### src/rtl/qupls_decode_sequencer.sv
// Decode front-end: instruction FIFO, 6-slot decoder window, issue/REX control.
// Optional perf counters under `QUPLS_DECSEQ_PERF_EN`. Instruction words are InsW bits wide.
module qupls_decode_sequencer #(
    parameter int unsigned DEPTH = 8,
    parameter int unsigned WIN   = 6,
    parameter int unsigned InsW  = 32
) (
    input  logic                          clk,
    input  logic                          rst,
    input  logic                          flush_i,
    input  logic                          push_i,
    input  logic [InsW-1:0]               push_ins_i,
    output logic                          full_o,
    output logic [$clog2(DEPTH+1)-1:0]    count_o,
    output logic [WIN-1:0][InsW-1:0]      win_o,
    input  logic [2:0]                    len_i,
    input  logic                          is_rex_i,
    input  logic [3:0]                    rex_regx_i,
    output logic                          dec_en_o,
    output logic [3:0]                    dec_regx_o,
    output logic                          dbo_valid_o,
    input  logic                          dbo_ready_i,
`ifdef QUPLS_DECSEQ_PERF_EN
    output logic [31:0]                   starve_cnt_o,
    output logic [31:0]                   bkpr_cnt_o,
`endif
    output logic [1:0]                    state_o
);

    localparam int unsigned CW = $clog2(DEPTH + 1);
    localparam int unsigned PW = $clog2(DEPTH);

    typedef enum logic [1:0] {
        StEmpty = 2'd0,
        StFill  = 2'd1,
        StRun   = 2'd2,
        StHold  = 2'd3
    } state_e;

    logic [InsW-1:0] mem_q [DEPTH];
    logic [PW-1:0]   rd_ptr_q, rd_ptr_d, wr_ptr_q, wr_ptr_d;
    logic [CW-1:0]   count_q, count_d, pop_cnt;
    logic            dbo_valid_q, dbo_valid_d;
    logic            rex_pend_q, rex_pend_d;
    logic [3:0]      rex_reg_q, rex_reg_d;
    state_e          state_q, state_d;

    logic full, free, rex_take, head_ok, issue, push_ok;

    // Slots beyond the occupied count read as zero so the decoder never sees stale words.
    always_comb begin
        for (int i = 0; i < WIN; i++) begin
            win_o[i] = '0;
            if (CW'(i) < count_q) begin
                win_o[i] = mem_q[rd_ptr_q + PW'(i)];
            end
        end
    end

    always_comb begin
        full     = (count_q == CW'(DEPTH));
        free     = !dbo_valid_q || dbo_ready_i;
        rex_take = (count_q != '0) && is_rex_i && !flush_i;
        head_ok  = (count_q != '0) &&
                   (is_rex_i || ((len_i != 3'd0) && (count_q >= CW'(len_i))));
        issue    = !is_rex_i && (len_i != 3'd0) && (count_q >= CW'(len_i)) && free && !flush_i;
        push_ok  = push_i && !full && !flush_i;
        pop_cnt  = rex_take ? CW'(1) : (issue ? CW'(len_i) : '0);

        count_d     = count_q + CW'(push_ok) - pop_cnt;
        rd_ptr_d    = rd_ptr_q + pop_cnt[PW-1:0];
        wr_ptr_d    = wr_ptr_q + PW'(push_ok);
        dbo_valid_d = dbo_valid_q;
        rex_pend_d  = rex_pend_q;
        rex_reg_d   = rex_reg_q;

        if (issue) begin
            dbo_valid_d = 1'b1;
        end else if (dbo_ready_i) begin
            dbo_valid_d = 1'b0;
        end

        // A REX prefix only tags the next issued instruction; the last prefix wins.
        if (rex_take) begin
            rex_pend_d = 1'b1;
            rex_reg_d  = rex_regx_i;
        end else if (issue) begin
            rex_pend_d = 1'b0;
        end

        if (flush_i || (count_q == '0)) begin
            state_d = StEmpty;
        end else if (!head_ok) begin
            state_d = StFill;
        end else if (!free) begin
            state_d = StHold;
        end else begin
            state_d = StRun;
        end

        if (flush_i) begin
            count_d     = '0;
            rd_ptr_d    = '0;
            wr_ptr_d    = '0;
            dbo_valid_d = 1'b0;
            rex_pend_d  = 1'b0;
        end
    end

    always_ff @(posedge clk) begin
        if (push_ok) begin
            mem_q[wr_ptr_q] <= push_ins_i;
        end
    end

    always_ff @(posedge clk) begin
        if (rst) begin
            rd_ptr_q    <= '0;
            wr_ptr_q    <= '0;
            count_q     <= '0;
            dbo_valid_q <= 1'b0;
            rex_pend_q  <= 1'b0;
            rex_reg_q   <= '0;
            state_q     <= StEmpty;
        end else begin
            rd_ptr_q    <= rd_ptr_d;
            wr_ptr_q    <= wr_ptr_d;
            count_q     <= count_d;
            dbo_valid_q <= dbo_valid_d;
            rex_pend_q  <= rex_pend_d;
            rex_reg_q   <= rex_reg_d;
            state_q     <= state_d;
        end
    end

`ifdef QUPLS_DECSEQ_PERF_EN
    logic [31:0] starve_q, bkpr_q;

    // Counters survive flush; only reset clears them.
    always_ff @(posedge clk) begin
        if (rst) begin
            starve_q <= '0;
            bkpr_q   <= '0;
        end else begin
            if ((state_q == StEmpty || state_q == StFill) && !flush_i && (starve_q != '1)) begin
                starve_q <= starve_q + 32'd1;
            end
            if ((state_q == StHold) && (bkpr_q != '1)) begin
                bkpr_q <= bkpr_q + 32'd1;
            end
        end
    end

    assign starve_cnt_o = starve_q;
    assign bkpr_cnt_o   = bkpr_q;
`endif

    assign full_o      = full;
    assign count_o     = count_q;
    assign dec_en_o    = issue;
    assign dec_regx_o  = rex_pend_q ? rex_reg_q : 4'd0;
    assign dbo_valid_o = dbo_valid_q;
    assign state_o     = state_q;

endmodule

### config.mk
export PLATFORM = sky130hd
export DESIGN_NAME = qupls_decode_sequencer
export DESIGN_NICKNAME = d
export VERILOG_FILES = /design/src/rtl/qupls_decode_sequencer.sv
export SDC_FILE = /design/constraint.sdc
export NUM_CORES = 1
export LEC_CHECK = 0
export CAP_MARGIN = 20
export CORE_AREA = 2 2 203 205
export DETAILED_ROUTE_END_ITERATION = 10
export DIE_AREA = 0 0 205 207
export PLACE_DENSITY = 0.68
export SLEW_MARGIN = 30
export SYNTH_ARGS = -nofsm -noshare
export SYNTH_HDL_FRONTEND = slang
export SYNTH_SLANG_ARGS = --single-unit
export TNS_END_PERCENT = 50
### constraint.sdc
create_clock -name clk -period 6.8 [get_ports clk]
set_input_delay 1.36 -clock clk [delete_from_list [all_inputs] [get_ports clk]]
set_output_delay 1.36 -clock clk [all_outputs]
set_load 0.005 [all_outputs]
==> metrics.md <==
| Metric | Value |
|---|---|
| Status | completed |
| Seq cells post-synth | 274 |
| Setup tns final | 0 ns |
| Static Leak | between 6 and 7 nW |
| Synth Flop Type | edfxtp_1 |
| Critical Path End Type | output port |
| DRC | 0 |
| Number of synthesized flops with an enable pin | 256 |
| Final worst-path setup slack | approximately 1.1 ns |
| Top post-synthesis cells by area | edfxtp_1 43%, mux4_2 24%, nand2_1 8.2% |
| Placed insts | around 2200 |
| Worst EP required | 5.44 ns |
| Max_slew headroom | 32.6% |
| Total Power | approximately 5.0 mW |
| Synth Instances | 1504 |
| Die Y | slightly above 200 µm |
| Clk_lat worst skew | 0.57 ns |
| Pwr/cell area | ~230 mW/mm² |
| Synthesized area per cell | 11.9 µm² |
| Post-synth top area cell | edfxtp_1 |
| Syn. warnings | 0 |
| Mapped cell area | 0.0179 mm² |
| Total track usage | about a quarter |
| Worst slew pin tran | roughly 1.0 ns |
| Initial antenna violation count | 3 |
| Setup CP Type | reg2out |
| CTS Buffer Depth | 3 |
| Post-CTS setup buffer count | 0 |
| Syn_nets | approximately 1600 |
| Num CTS Buffers | 29 |
| Root Buffer | clkbuf_16 |
| Hold Crit Class | reg2reg |
| Clk pin slew, worst setup/hold paths | ~0.060 ns |
| CP arrival | approximately 4.4 ns |
| Hold buffer count at CTS | 0 |
| Floorplan row count | 74 |
| # H-tree levels | 1 |
| Seq/Total Area, Yosys | 44.9% |
| Vias in the first global route | 13600 |
| Placed inst area | 0.0209 mm² |
| I/O pin count | 250 |
| DRT Pass-1 Iters | 7 |
| PortBufs | 249 |
| First-pass GRT wire length | 84000 µm |
| Chip width | 205 µm |
| Post-CTS sizing | 0 |
| Max FO, Critical Path | 47 |
| Tcrit/Tclk final | 84.1% |
| Share of the synthesized area in the top cell type | a little over two fifths |
| Layout cells sized above 1 | 17.1% |
| Min Tclk post-route | around 5.7 ns |
| Nets | 1752 |
| Final Hold Vio Count | 0 |
| Number of max-cap violations | 0 |
| Final cell count without fillers | 2245 |
| Hold slack final | between 0.4 and 0.5 ns |
| Commonest non-fill, non-tap cell in the layout | nand2_1 |
| Avg WL per Cell | between 20 and 30 µm |
| Routed Wire Length | ~56000 µm |
| Type of origin of the critical path | flop |
| CORE AREA | 0.0404 mm² |
| RSZ-0062 raised after global routing | no |
| Final Skew | 0.0202 ns |
| Placement Setup Slack | approximately 1.7 ns |
| Max Clk Rate | between 150 and 200 MHz |
| Post-Layout Inst Area | 0.0218 mm² |
| Setup violators final | 0 |
| Final core utilization | between 50% and 60% |
| VDD IR max | approximately 0.00021 V |
| Post-synth cell types | 41 |
| Die area | 0.0424 mm² |
| CTS tree | built |
| Most frequent cells in the layout | 390 x nand2_1, 256 x edfxtp_1, 249 x clkdlybuf4s50_1 |
| GP Congestion | 0.875 |
| DP HPWL | roughly 36000 µm |
| Routed vias | 14300 |
| Gr ovfl total | 0 |
| Starting Density | approximately 44% |
| P&R area growth vs syn | 21.5% |
| Drt via density | 6.35 |
| Fin. max-slew vios | 0 |
| Final ANT Viol Nets | 0 |
| Async SR Flop Fraction | 0% |
| Clk sinks | between 200 and 300 |
| 1st-iter DRT viols | 1705 |
| Largest net degree at the start of global routing | 109 |
## per-layer routing
metal  track usage, %  share of wire, %  vias up
met5                0             0.020        -
met4             8.71               3.4        2
met3             4.36                11      142
met2             40.7                46      987
met1             37.5                39     7062
li1                 -                 -     6064
## flip-flops by register name (all words and copies together), names as in the netlist
name / cells
mem_q: 256
count_o: 4
rex_reg_q: 4
rd_ptr_q: 3
wr_ptr_q: 3
state_o: 2
dbo_valid_o: 1
rex_pend_q: 1
## Yosys cell counts, drive strengths merged, types with 2 or more instances
cell type	count
nor2b	2
a21oi	68
nand2	390
and2	10
ha	14
nand2b	4
mux4	192
xnor2	6
nor3b	2
clkbuf	38
xor2	3
a41oi	2
and4	32
or2	2
a211oi	2
nor3	3
inv	12
fa	2
a21o	3
buf	89
dfxtp	18
mux2i	100
a31oi	32
edfxtp	256
nand3	96
nor2	118
## report_power, final
part	total [mW]	internal (mW)	switching, mW
Clock	1.50	0.851	0.649
Combinational	1.63	0.777	0.855
Sequential	1.91	1.87	0.0408
## layout make-up
type	instances	area (µm²)
antenna	2	5.00
clock buffer	33	741
clock inverter	18	145
fill	3349	18600
inverter	12	45.0
multi-input combinational	1091	9320
sequential	274	8060
tap	532	666
timing repair buffer	283	2790
## cells by family after synthesis
logic type / after synthesis / share of synthesized area, %
compound gates: 111 / 3.48
xor+xnor: 9 / 0.524
fa+ha+maj: 16 / 1.20
buf+inv: 139 / 4.15
flops: 274 / 44.9
mux: 292 / 29.7
simple gates: 663 / 16.0
## critical path: stages (launching register included)
cell and delay (ns):
dfxtp_4 0.79, inv_1 0.22, ha_4 0.83, nor2b_4 0.70, buf_4 0.43, nand3_1 0.11
and4_1 0.21, clkdlybuf4s50_1 0.48
## path summary, 6_finish.rpt
check                       startpoint                        end  slack, ns  depth (start not counted)
max             rd_ptr_q[1]$_SDFF_PP0_                 win_o[103]       1.08                          7
min          rex_reg_q[2]$_SDFFE_PP0P_  rex_reg_q[2]$_SDFFE_PP0P_       0.49                          2
max reg2reg      count_o[0]$_SDFF_PP0_     rd_ptr_q[2]$_SDFF_PP0_       3.48                         14
min reg2reg  rex_reg_q[2]$_SDFFE_PP0P_  rex_reg_q[2]$_SDFFE_PP0P_       0.49                          2
Power figures use the tool's default switching activity.
